<file path="config.mk">
export PLATFORM = sky130hd
export DESIGN_NAME = id_fwd_stage_flat
export DESIGN_NICKNAME = d
export VERILOG_FILES = /design/src/rtl/id_fwd_stage_if.sv /design/src/rtl/id_fwd_stage.sv /design/src/flat_wrapper.sv
export SDC_FILE = /design/constraint.sdc
export NUM_CORES = 1
export LEC_CHECK = 0
export ABC_AREA = 1
export CORE_AREA = 2 2 139 141
export DETAILED_ROUTE_END_ITERATION = 10
export DIE_AREA = 0 0 141 143
export GPL_TIMING_DRIVEN = 1
export PLACE_DENSITY = 0.75
export SYNTH_ARGS = -nofsm -noshare
export SYNTH_HDL_FRONTEND = slang
export SYNTH_SLANG_ARGS = --single-unit
</file>
<file path="constraint.sdc">
create_clock -name clk -period 2.2 [get_ports clk]
set_clock_uncertainty 0.15 [all_clocks]
set_input_delay 0.22 -clock clk [delete_from_list [all_inputs] [get_ports clk]]
set_output_delay 0.22 -clock clk [all_outputs]
set_load 0.005 [all_outputs]
</file>
<file path="src/rtl/id_fwd_stage_if.sv">
// Bundle of decode-side, register-file, forwarding and ID/EX output signals
// for id_fwd_stage. The stage uses the slave modport; its environment uses master.
//
// Handshake: a transfer happens on a rising clock edge where valid and ready are
// both 1. in_valid/in_pc/in_* may change freely while in_ready is 0. Once
// out_valid is 1, the out_* fields stay stable until out_ready is seen high.
interface id_fwd_stage_if #(
    parameter int FWD_PORTS  = 2,
    parameter int DATA_W     = 32,
    parameter int REG_ADDR_W = 5,
    parameter int OPER_W     = 8
);
    logic                            flush;
    logic                            in_valid;
    logic                            in_ready;
    logic [31:0]                     in_pc;
    logic [OPER_W-1:0]               in_oper;
    logic                            in_rs1_read;
    logic                            in_rs2_read;
    logic [REG_ADDR_W-1:0]           in_rs1_addr;
    logic [REG_ADDR_W-1:0]           in_rs2_addr;
    logic [DATA_W-1:0]               in_imm;
    logic                            in_wreg_write;
    logic [REG_ADDR_W-1:0]           in_wreg_addr;

    logic [REG_ADDR_W-1:0]           rf_raddr1;
    logic [REG_ADDR_W-1:0]           rf_raddr2;
    logic [DATA_W-1:0]               rf_rdata1;
    logic [DATA_W-1:0]               rf_rdata2;

    logic [FWD_PORTS-1:0]            fwd_write;
    logic [FWD_PORTS*REG_ADDR_W-1:0] fwd_addr;
    logic [FWD_PORTS*DATA_W-1:0]     fwd_data;
    logic [FWD_PORTS-1:0]            fwd_ready;

    logic                            out_valid;
    logic                            out_ready;
    logic [31:0]                     out_pc;
    logic [OPER_W-1:0]               out_oper;
    logic [DATA_W-1:0]               out_op1;
    logic [DATA_W-1:0]               out_op2;
    logic                            out_wreg_write;
    logic [REG_ADDR_W-1:0]           out_wreg_addr;

    modport master (
        output flush, in_valid, in_pc, in_oper, in_rs1_read, in_rs2_read,
               in_rs1_addr, in_rs2_addr, in_imm, in_wreg_write, in_wreg_addr,
               rf_rdata1, rf_rdata2, fwd_write, fwd_addr, fwd_data, fwd_ready,
               out_ready,
        input  in_ready, rf_raddr1, rf_raddr2, out_valid, out_pc, out_oper,
               out_op1, out_op2, out_wreg_write, out_wreg_addr
    );

    modport slave (
        input  flush, in_valid, in_pc, in_oper, in_rs1_read, in_rs2_read,
               in_rs1_addr, in_rs2_addr, in_imm, in_wreg_write, in_wreg_addr,
               rf_rdata1, rf_rdata2, fwd_write, fwd_addr, fwd_data, fwd_ready,
               out_ready,
        output in_ready, rf_raddr1, rf_raddr2, out_valid, out_pc, out_oper,
               out_op1, out_op2, out_wreg_write, out_wreg_addr
    );
endinterface

</file>
<file path="src/rtl/id_fwd_stage.sv">
// Decode/operand stage: priority operand forwarding, load-use hazard stall and a
// valid/ready ID/EX register. Define ID_STALL_CNT_EN to add the stall_cnt counter.
module id_fwd_stage #(
    parameter int          FWD_PORTS  = 2,
    parameter int          DATA_W     = 32,
    parameter int          REG_ADDR_W = 5,
    parameter int          OPER_W     = 8,
    parameter logic [31:0] RESET_PC   = 32'h0
) (
    input  logic         clk,
    input  logic         rst,
    id_fwd_stage_if.slave bus
`ifdef ID_STALL_CNT_EN
    ,
    output logic [31:0]  stall_cnt
`endif
);

    localparam logic [OPER_W-1:0] OP_NOP = '0;

    typedef struct packed {
        logic              haz;
        logic [DATA_W-1:0] data;
    } opnd_t;

    // Sources are walked oldest to youngest so the youngest match overwrites
    // both the data and the hazard verdict of any older match.
    function automatic opnd_t resolve(
        input logic                            rd,
        input logic [REG_ADDR_W-1:0]           addr,
        input logic [DATA_W-1:0]               rdata,
        input logic [DATA_W-1:0]               imm,
        input logic [FWD_PORTS-1:0]            fw,
        input logic [FWD_PORTS*REG_ADDR_W-1:0] fa,
        input logic [FWD_PORTS*DATA_W-1:0]     fd,
        input logic [FWD_PORTS-1:0]            fr
    );
        opnd_t r;
        r.haz  = 1'b0;
        r.data = '0;
        if (!rd) begin
            r.data = imm;
        end else if (addr != '0) begin
            r.data = rdata;
            for (int k = FWD_PORTS - 1; k >= 0; k--) begin
                if (fw[k] && (fa[k*REG_ADDR_W +: REG_ADDR_W] == addr)) begin
                    r.data = fd[k*DATA_W +: DATA_W];
                    r.haz  = !fr[k];
                end
            end
        end
        return r;
    endfunction

    opnd_t op1_res;
    opnd_t op2_res;
    logic  hazard;
    logic  out_free;
    logic  capture;

    assign bus.rf_raddr1 = bus.in_rs1_addr;
    assign bus.rf_raddr2 = bus.in_rs2_addr;

    always_comb begin
        op1_res = resolve(bus.in_rs1_read, bus.in_rs1_addr, bus.rf_rdata1, bus.in_imm,
                          bus.fwd_write, bus.fwd_addr, bus.fwd_data, bus.fwd_ready);
        op2_res = resolve(bus.in_rs2_read, bus.in_rs2_addr, bus.rf_rdata2, bus.in_imm,
                          bus.fwd_write, bus.fwd_addr, bus.fwd_data, bus.fwd_ready);
    end

    assign hazard       = bus.in_valid & (op1_res.haz | op2_res.haz);
    assign out_free     = !bus.out_valid | bus.out_ready;
    assign bus.in_ready = !bus.flush & !hazard & out_free;
    assign capture      = bus.in_valid & bus.in_ready;

    // Flush wins over capture; a stalled or empty cycle with a free output
    // leaves a bubble because out_valid drops whenever EX drains it.
    always_ff @(posedge clk) begin
        if (rst) begin
            bus.out_valid      <= 1'b0;
            bus.out_pc         <= RESET_PC;
            bus.out_oper       <= OP_NOP;
            bus.out_op1        <= '0;
            bus.out_op2        <= '0;
            bus.out_wreg_write <= 1'b0;
            bus.out_wreg_addr  <= '0;
        end else if (bus.flush) begin
            bus.out_valid      <= 1'b0;
            bus.out_oper       <= OP_NOP;
        end else if (capture) begin
            bus.out_valid      <= 1'b1;
            bus.out_pc         <= bus.in_pc;
            bus.out_oper       <= bus.in_oper;
            bus.out_op1        <= op1_res.data;
            bus.out_op2        <= op2_res.data;
            bus.out_wreg_write <= bus.in_wreg_write;
            bus.out_wreg_addr  <= bus.in_wreg_addr;
        end else if (bus.out_ready) begin
            bus.out_valid      <= 1'b0;
        end
    end

`ifdef ID_STALL_CNT_EN
    always_ff @(posedge clk) begin
        if (rst) begin
            stall_cnt <= '0;
        end else if (hazard && !bus.flush && (stall_cnt != 32'hFFFF_FFFF)) begin
            stall_cnt <= stall_cnt + 32'd1;
        end
    end
`endif

endmodule

</file>
<file path="src/flat_wrapper.sv">
// flat-port wrapper written by rule: the top's interface ports become plain ports
module id_fwd_stage_flat 
#(
    parameter int          FWD_PORTS  = 2,
    parameter int          DATA_W     = 32,
    parameter int          REG_ADDR_W = 5,
    parameter int          OPER_W     = 8,
    parameter logic [31:0] RESET_PC   = 32'h0
)
  (clk, rst, bus_flush, bus_in_valid, bus_in_pc, bus_in_oper, bus_in_rs1_read, bus_in_rs2_read, bus_in_rs1_addr, bus_in_rs2_addr, bus_in_imm, bus_in_wreg_write, bus_in_wreg_addr, bus_rf_rdata1, bus_rf_rdata2, bus_fwd_write, bus_fwd_addr, bus_fwd_data, bus_fwd_ready, bus_out_ready, bus_in_ready, bus_rf_raddr1, bus_rf_raddr2, bus_out_valid, bus_out_pc, bus_out_oper, bus_out_op1, bus_out_op2, bus_out_wreg_write, bus_out_wreg_addr);
  id_fwd_stage_if #(.FWD_PORTS(FWD_PORTS), .DATA_W(DATA_W), .REG_ADDR_W(REG_ADDR_W), .OPER_W(OPER_W)) bus_i ();
  input  logic clk;
  input  logic rst;
  input wire logic [$bits(bus_i.flush)-1:0] bus_flush;
  input wire logic [$bits(bus_i.in_valid)-1:0] bus_in_valid;
  input wire logic [$bits(bus_i.in_pc)-1:0] bus_in_pc;
  input wire logic [$bits(bus_i.in_oper)-1:0] bus_in_oper;
  input wire logic [$bits(bus_i.in_rs1_read)-1:0] bus_in_rs1_read;
  input wire logic [$bits(bus_i.in_rs2_read)-1:0] bus_in_rs2_read;
  input wire logic [$bits(bus_i.in_rs1_addr)-1:0] bus_in_rs1_addr;
  input wire logic [$bits(bus_i.in_rs2_addr)-1:0] bus_in_rs2_addr;
  input wire logic [$bits(bus_i.in_imm)-1:0] bus_in_imm;
  input wire logic [$bits(bus_i.in_wreg_write)-1:0] bus_in_wreg_write;
  input wire logic [$bits(bus_i.in_wreg_addr)-1:0] bus_in_wreg_addr;
  input wire logic [$bits(bus_i.rf_rdata1)-1:0] bus_rf_rdata1;
  input wire logic [$bits(bus_i.rf_rdata2)-1:0] bus_rf_rdata2;
  input wire logic [$bits(bus_i.fwd_write)-1:0] bus_fwd_write;
  input wire logic [$bits(bus_i.fwd_addr)-1:0] bus_fwd_addr;
  input wire logic [$bits(bus_i.fwd_data)-1:0] bus_fwd_data;
  input wire logic [$bits(bus_i.fwd_ready)-1:0] bus_fwd_ready;
  input wire logic [$bits(bus_i.out_ready)-1:0] bus_out_ready;
  output wire logic [$bits(bus_i.in_ready)-1:0] bus_in_ready;
  output wire logic [$bits(bus_i.rf_raddr1)-1:0] bus_rf_raddr1;
  output wire logic [$bits(bus_i.rf_raddr2)-1:0] bus_rf_raddr2;
  output wire logic [$bits(bus_i.out_valid)-1:0] bus_out_valid;
  output wire logic [$bits(bus_i.out_pc)-1:0] bus_out_pc;
  output wire logic [$bits(bus_i.out_oper)-1:0] bus_out_oper;
  output wire logic [$bits(bus_i.out_op1)-1:0] bus_out_op1;
  output wire logic [$bits(bus_i.out_op2)-1:0] bus_out_op2;
  output wire logic [$bits(bus_i.out_wreg_write)-1:0] bus_out_wreg_write;
  output wire logic [$bits(bus_i.out_wreg_addr)-1:0] bus_out_wreg_addr;
  assign bus_i.flush = bus_flush;
  assign bus_i.in_valid = bus_in_valid;
  assign bus_i.in_pc = bus_in_pc;
  assign bus_i.in_oper = bus_in_oper;
  assign bus_i.in_rs1_read = bus_in_rs1_read;
  assign bus_i.in_rs2_read = bus_in_rs2_read;
  assign bus_i.in_rs1_addr = bus_in_rs1_addr;
  assign bus_i.in_rs2_addr = bus_in_rs2_addr;
  assign bus_i.in_imm = bus_in_imm;
  assign bus_i.in_wreg_write = bus_in_wreg_write;
  assign bus_i.in_wreg_addr = bus_in_wreg_addr;
  assign bus_i.rf_rdata1 = bus_rf_rdata1;
  assign bus_i.rf_rdata2 = bus_rf_rdata2;
  assign bus_i.fwd_write = bus_fwd_write;
  assign bus_i.fwd_addr = bus_fwd_addr;
  assign bus_i.fwd_data = bus_fwd_data;
  assign bus_i.fwd_ready = bus_fwd_ready;
  assign bus_i.out_ready = bus_out_ready;
  assign bus_in_ready = bus_i.in_ready;
  assign bus_rf_raddr1 = bus_i.rf_raddr1;
  assign bus_rf_raddr2 = bus_i.rf_raddr2;
  assign bus_out_valid = bus_i.out_valid;
  assign bus_out_pc = bus_i.out_pc;
  assign bus_out_oper = bus_i.out_oper;
  assign bus_out_op1 = bus_i.out_op1;
  assign bus_out_op2 = bus_i.out_op2;
  assign bus_out_wreg_write = bus_i.out_wreg_write;
  assign bus_out_wreg_addr = bus_i.out_wreg_addr;
  id_fwd_stage #(.FWD_PORTS(FWD_PORTS), .DATA_W(DATA_W), .REG_ADDR_W(REG_ADDR_W), .OPER_W(OPER_W), .RESET_PC(RESET_PC)) u_core (.clk(clk), .rst(rst), .bus(bus_i));
endmodule
</file>
==> results.sh, run 1 <==
export IMPL_outcome="finished, final reports clean"
export IMPL_hp_class="in -> reg"
export IMPL_clk_pin_slew_ns=0.09
export IMPL_syn_nets=1576
export IMPL_ios=359
export IMPL_p_int_mw=3.94
export IMPL_tns_ns=0
export IMPL_io_buffer_count=358
export IMPL_arrival_ns=1.69
export IMPL_grt_total_usage_pct=26.0
export IMPL_min_period_ns=2.06
export IMPL_grt_max_degree=75
export IMPL_cts_buffers_inserted=9
export IMPL_synth_most_common_cell="nand2_1"
export IMPL_clock_root_buffer="clkbuf_16"
export IMPL_die_h_um=143
export IMPL_syn_inst=1339
export IMPL_yosys_warnings=0
export IMPL_grt_pass1_vias=8214
export IMPL_pwr_share_comb_pct=30.0
export IMPL_fill_cells=1826
export IMPL_synthFlopType="dfxtp_1"
export IMPL_antenna_found_initial=2
export IMPL_rsz0062_at_grt="no"
export IMPL_dp_hpwl_um=20400
export IMPL_cts_buffer_depth=2
export IMPL_grt_overflow=0
export IMPL_p_sw_share_pct=30.8
export IMPL_drv_slew=0
export IMPL_fp_coreArea_um2=18600
export IMPL_cts_sinks=111
export IMPL_die_x_um=141
export IMPL_yosys_area_top_type="dfxtp_1"
export IMPL_synth_common_cells="nand2_1, nor2_1, inv_1"
export IMPL_slew_headroom_pct=61.7
export IMPL_synth_seq_cells=111
export IMPL_final_hold_viol_count=0
export IMPL_num_rows=50
export IMPL_critPathCaptureType="output port"
export IMPL_tightest_slew_ns=0.572
export IMPL_powerDensity_nw_per_um2=491
export IMPL_cts_hold_buffers=0
export IMPL_drive_gt1_share_pct=5.58
export IMPL_clock_latency_ns=0.35
export IMPL_seq_power_share_pct=39.2
export IMPL_first_pass_iters=5
export IMPL_setup_viol=0
export IMPL_detail_route_antenna_nets=0
export IMPL_remaining_drc_errors=0
export IMPL_htree_levels=3
export IMPL_area_delta_synth_final_pct=62.9
export IMPL_start_util_pct=38.3
export IMPL_gp_congestion=0.947
export IMPL_synth_area_um2=7120
export IMPL_fmax_mhz=484
export IMPL_power_net_switching_mw=1.75
export IMPL_synthTopCellsByArea="dfxtp_1, nand2_1, nor2_1"
export IMPL_cts_tree="done"
export IMPL_worst_setup_path_type="in -> out"
export IMPL_p_leak_nw=5.93
export IMPL_routed_via_count=8800
export IMPL_power_share_clock_pct=30.9
export IMPL_ir_drop_v=0.000364
export IMPL_synth_edf_count=0
export IMPL_drt_total_wl_um=26600
export IMPL_critPathMaxFanout=3
export IMPL_finalCritPeriodShare_pct=93.8
export IMPL_maxCapViolCount=0
export IMPL_worstSetupStartpointType="input pin"
export IMPL_synthDistinctLibCells=21
export IMPL_die_area_um2=20200
export IMPL_synth_top_area_share_pct=31.2
export IMPL_drtIter0Drc=422
export IMPL_via_per_inst=4.58
export IMPL_yosysSeqAreaShare_pct=31.2
export IMPL_fin_util_pct=62.4
export IMPL_async_flop_share_pct=0
export IMPL_required_ns=1.83
export IMPL_wl_per_cell_um=13.8
export IMPL_nets=1918
export IMPL_synth_area_per_cell_um2=5.32
export IMPL_grt_pass1_wl_um=41500
## critical path: stages
cell and delay [ns]:
clkdlybuf4s50_1 0.53, inv_1 0.07, o22ai_1 0.11, nor2_1 0.08, nand3_1 0.08, nand2_1 0.05
nand2_1 0.09, nand2_2 0.09, a21boi_2 0.14, clkdlybuf4s15_2 0.21
## per-stage QoR
| stage | area [um^2] | total power [mW] | hold slack [ns] | instances | setup slack, ns |
|---|---|---|---|---|---|
| finish | 11600 | 5.69 | 0.286 | 1921 | 0.136 |
| global route | 11600 | 6.03 | 0.271 | 1921 | 0.00179 |
| CTS | 11600 | 5.75 | 0.269 | 1919 | 0.00326 |
| detailed placement | 11200 | 3.98 | 0.341 | 1901 | -0.472 |
| global placement | 11200 | 3.96 | 0.331 | 1901 | -0.477 |
| floorplan | 7120 | 2.96 | 0.205 | 1339 | 0.493 |
## registers in the layout (all words and copies together), names as in the netlist
| signal | flops |
|---|---|
| u_core.bus.out_oper | 8 |
| u_core.bus.out_wreg_addr | 5 |
| u_core.bus.out_pc | 32 |
| u_core.bus.out_op2 | 32 |
| u_core.bus.out_valid | 1 |
| u_core.bus.out_wreg_write | 1 |
| u_core.bus.out_op1 | 32 |
## cell type report
| class | count | area [um^2] | share of cell area (%) |
|---|---|---|---|
| well taps | 234 | 293 | 2.52 |
| repair buffers | 412 | 4170 | 35.9 |
| multi-input cells | 974 | 3950 | 34.0 |
| flip-flops and latches | 111 | 2220 | 19.2 |
| clock inverters | 7 | 88.8 | 0.766 |
| inverters | 173 | 651 | 5.61 |
| diodes | 1 | 2.50 | 0.0216 |
| clock buffers | 9 | 225 | 1.94 |
## cells in the final DEF (no fill, tap or decap), types with 3 or more instances in the layout
cell             netlist  layout
a21oi_1                3       3
buf_12                 0      14
buf_4                 10      39
clkbuf_16              0       9
clkdlybuf4s50_1        0     338
dfxtp_1              111     111
dlygate4sd2_1          0      13
dlymetal6s2s_1         0       6
inv_1                168     167
inv_2                  5       5
nand2_1              459     456
nand2_2                0       3
nand3_1                4       4
nand4_1                3       3
nor2_1               365     358
nor2_2                 0       7
o21ai_0              128     127
## per-layer routing
| layer | track usage [%] | vias to the layer above | share of wire [%] |
|---|---|---|---|
| li1 | - | 4621 | - |
| met1 | 31.1 | 3794 | 41 |
| met2 | 45.3 | 324 | 49 |
| met3 | 5.63 | 59 | 7.1 |
| met4 | 10.5 | 2 | 3.4 |
| met5 | 0 | - | 0.041 |
## worst paths after layout
path                             start               endpoint  slack [ns]  cells past startpoint
setup reg to reg  u_core.bus.out_valid  u_core.bus.out_op2[5]        0.57                      7
hold reg to reg   u_core.bus.out_valid   u_core.bus.out_valid        0.35                      2
hold / removal           bus_in_pc[17]  u_core.bus.out_pc[17]        0.29                      3
setup / recovery       bus_fwd_addr[6]           bus_in_ready        0.14                     10
## cells by family after synthesis
family	Yosys count	synth area share, %
flip-flops	111	31.2
AO/OA/AOI/OAI	136	9.65
buffers and inverters	254	14.3
XOR/XNOR	3	0.369
AND/OR/NAND/NOR	835	44.5
## power by group through the flow
stage                     Combinational [mW]  Sequential (mW)  Clock [mW]
after detailed placement                1.70             2.28           0
final                                   1.71             2.23        1.76
after global placement                  1.69             2.27           0
after CTS                               1.71             2.23        1.81
after floorplan                        0.671             2.28           0
after global routing                    1.90             2.25        1.89
## timing repair
action,CTS,global route
pin swaps,6,9
buffers inserted,2,1
endpoints found under the setup margin,20,109
resized for setup,24,11
Power figures use the tool's default switching activity.
==> run 2, diff against run 1 <==
--- a/config.mk
+++ b/config.mk
@@ -6,6 +6,7 @@
 export NUM_CORES = 1
 export LEC_CHECK = 0
 export ABC_AREA = 1
+export CAP_MARGIN = 10
 export CORE_AREA = 2 2 139 141
 export DETAILED_ROUTE_END_ITERATION = 10
 export DIE_AREA = 0 0 141 143
==> results of run 2 <==
The final DEF is identical to that of run 1; final timing and power are the same.
==> run 3, diff against run 2 <==
==> constraint.sdc (replaced) <==
create_clock -name clk -period 2 [get_ports clk]
set_clock_uncertainty 0.15 [all_clocks]
set_input_delay 0.2 -clock clk [delete_from_list [all_inputs] [get_ports clk]]
set_output_delay 0.2 -clock clk [all_outputs]
set_load 0.005 [all_outputs]
==> run 3 against run 2 <==
Net effect: power rose by 10%; non-clock buffer count rose by 17; core utilization rose by 1.0 points; clock power rose by 7%; final area rose by 1.6%; first-iteration DRC count rose by 30%; largest cell class unchanged; critical path depth rose by 3; routed wire length rose by 1.6%; highest routed layer unchanged; sequential cell count did not move.
==> results.sh, run 3 (synthesis results as in run 1) <==
export IMPL_outcome="finished, final reports clean"
export IMPL_die_area_um2=20200
export IMPL_diodes=0
export IMPL_drt_total_wl_um=27000
export IMPL_cts_buffer_depth=2
export IMPL_tns_ns=0
export IMPL_via_per_inst=4.62
export IMPL_crit_start="bus_fwd_addr[2]"
export IMPL_reg2reg_depth=9
export IMPL_worstSetupStartpointType="input pin"
export IMPL_crit_buf_inv=6
export IMPL_layout_common_cells="nand2_1, nor2_1, clkdlybuf4s50_1"
export IMPL_die_h_um=143
export IMPL_grt_pass1_wl_um=42500
export IMPL_rsz0062_at_grt="no"
export IMPL_setup_viol=0
export IMPL_gp_congestion=0.920
export IMPL_drtIter0Drc=547
export IMPL_cp_depth=13
export IMPL_p_leak_nw=6.00
export IMPL_grt_max_degree=75
export IMPL_timing_final_ws_setup_ns=0.118
export IMPL_drv_slew=0
export IMPL_holdWs_ns=0.262
export IMPL_antenna_found_initial=2
export IMPL_hp_class="in -> reg"
export IMPL_ir_drop_v=0.000345
export IMPL_met3_usage_pct=6.30
export IMPL_pwr_share_comb_pct=31.0
export IMPL_cp_slowest_cell="buf_4"
export IMPL_slew_headroom_pct=70.8
export IMPL_pre_cts_slack_ns=-0.600
export IMPL_routed_via_count=8950
export IMPL_rrSetupSlack_ns=0.19
export IMPL_reg_top3="u_core.bus.out_op1 x32, u_core.bus.out_op2 x32, u_core.bus.out_pc x32"
export IMPL_area_delta_synth_final_pct=65.5
export IMPL_grt_use_met1_pct=30.8
export IMPL_worst_setup_path_type="in -> reg"
export IMPL_start_util_pct=38.3
export IMPL_detail_route_antenna_nets=0
export IMPL_power_share_clock_pct=30.0
export IMPL_clock_root_buffer="clkbuf_16"
export IMPL_cp_top_family="buffers and inverters"
export IMPL_crit_top_cell="nor2_1"
export IMPL_r2r_start="u_core.bus.out_valid"
export IMPL_cts_hold_buffers=0
export IMPL_nets=1935
export IMPL_timing_rr_end="u_core.bus.out_pc[8]"
export IMPL_cts_tree="done"
export IMPL_clock_latency_ns=0.35
export IMPL_cts_buffers_inserted=9
export IMPL_critPathMaxFanout=19
export IMPL_p_sw_share_pct=30.5
export IMPL_finalCritPeriodShare_pct=94.1
export IMPL_wl_per_cell_um=14.0
export IMPL_crit_path_end="u_core.bus.out_op2[14]"
export IMPL_final_hold_viol_count=0
export IMPL_ios=359
export IMPL_total_power_mw=6.28
export IMPL_grt_overflow=0
export IMPL_num_rows=50
export IMPL_path_cells="clkdlybuf4s15_1 > inv_1 > nor2_1 > nor2_2 > nand3_2 > buf_4 > buf_4 > inv_1 > buf_12 > o21ai_0 > nand2_1 > nor2_1 > nor2_1"
export IMPL_first_pass_iters=5
export IMPL_maxCapViolCount=0
export IMPL_arrival_ns=1.98
export IMPL_die_x_um=141
export IMPL_drive_gt1_share_pct=8.34
export IMPL_tightest_slew_ns=0.438
export IMPL_powerDensity_nw_per_um2=533
export IMPL_layout_commonest_cell="nand2_1"
export IMPL_critPathCaptureType="flop"
export IMPL_fmax_mhz=531
export IMPL_cts_sinks=111
export IMPL_grt_pass1_vias=8551
export IMPL_dp_hpwl_um=20500
export IMPL_fin_util_pct=63.4
export IMPL_htree_levels=3
export IMPL_required_ns=2.10
export IMPL_grt_use_met2_pct=46.0
export IMPL_clk_pin_slew_ns=0.09
export IMPL_fp_coreArea_um2=18600
export IMPL_seq_power_share_pct=39.1
export IMPL_min_period_ns=1.88
export IMPL_max_stage_delay_ns=0.25
export IMPL_io_buffer_count=358
export IMPL_remaining_drc_errors=0
export IMPL_p_int_mw=4.36
export IMPL_grt_total_usage_pct=26.6
export IMPL_grt_busiest_layer="met2"
export IMPL_power_net_switching_mw=1.92
-- run 3: changes by cell type in the layout (fill, tap and decap cells not counted), sizes merged --
cell           change
clkdlybuf4s15      +1
clkdlybuf4s50      -3
buf               +19
dlymetal6s2s       -6
clkbuf            +15
dlygate4sd2        -9
inv                -1
diode              -1
clkinvlp           +1
-- run 3: worst min-delay path by stage --
stage	endpoint	startpoint	slack, ns	cells after the start
after floorplan	u_core.bus.out_wreg_addr[4]	bus_in_wreg_addr[4]	0.18	2
after global placement	u_core.bus.out_valid	u_core.bus.out_valid	0.33	2
after CTS	u_core.bus.out_pc[1]	bus_in_pc[1]	0.25	3
after global routing	u_core.bus.out_pc[0]	bus_in_pc[0]	0.26	3
final	u_core.bus.out_pc[13]	bus_in_pc[13]	0.26	3
after detailed placement	u_core.bus.out_valid	u_core.bus.out_valid	0.34	2
-- run 3: cell type report --
cell class | count | area (um^2)
repair buffers | 429 | 4330
multi-input cells | 974 | 3990
clock inverters | 7 | 80.1
well taps | 234 | 293
fillers | 1781 | 6800
clock buffers | 9 | 225
flip-flops and latches | 111 | 2220
inverters | 173 | 651
-- run 3: metal layers --
layer | up-vias | share of wire (%)
met5 | - | 0.041
met4 | 2 | 4.4
met3 | 80 | 7.5
met2 | 356 | 48
met1 | 3847 | 40
li1 | 4665 | -
-- run 3: timing repair --
item / in CTS / in global routing
buffers inserted: 11 / 3
gates cloned: 4 / 0
gates resized for setup: 67 / 35
endpoints found under the setup margin: 112 / 112
pin swaps: 17 / 14
-- run 3: metrics by stage --
step	cells	cell area (um^2)
global route	1937	11800
detailed placement	1903	11200
floorplan	1339	7120
finish	1937	11800
global placement	1903	11200
CTS	1934	11800
-- run 3: worst register-to-register path, delay by kind of cell, from the launching register on --
kind | cells | cell delay, ns
compound gates | 1 | 0.23
flops | 1 | 0.33
simple gates | 4 | 0.40
buf+inv | 4 | 0.65
-- run 3: power by group through the flow --
stage	clock network [mW]	registers, mW	logic [mW]
after CTS	1.94	2.45	1.94
after detailed placement	0	2.50	1.86
after global routing	2.01	2.47	2.16
after floorplan	0	2.51	0.738
final	1.88	2.45	1.94
after global placement	0	2.50	1.85
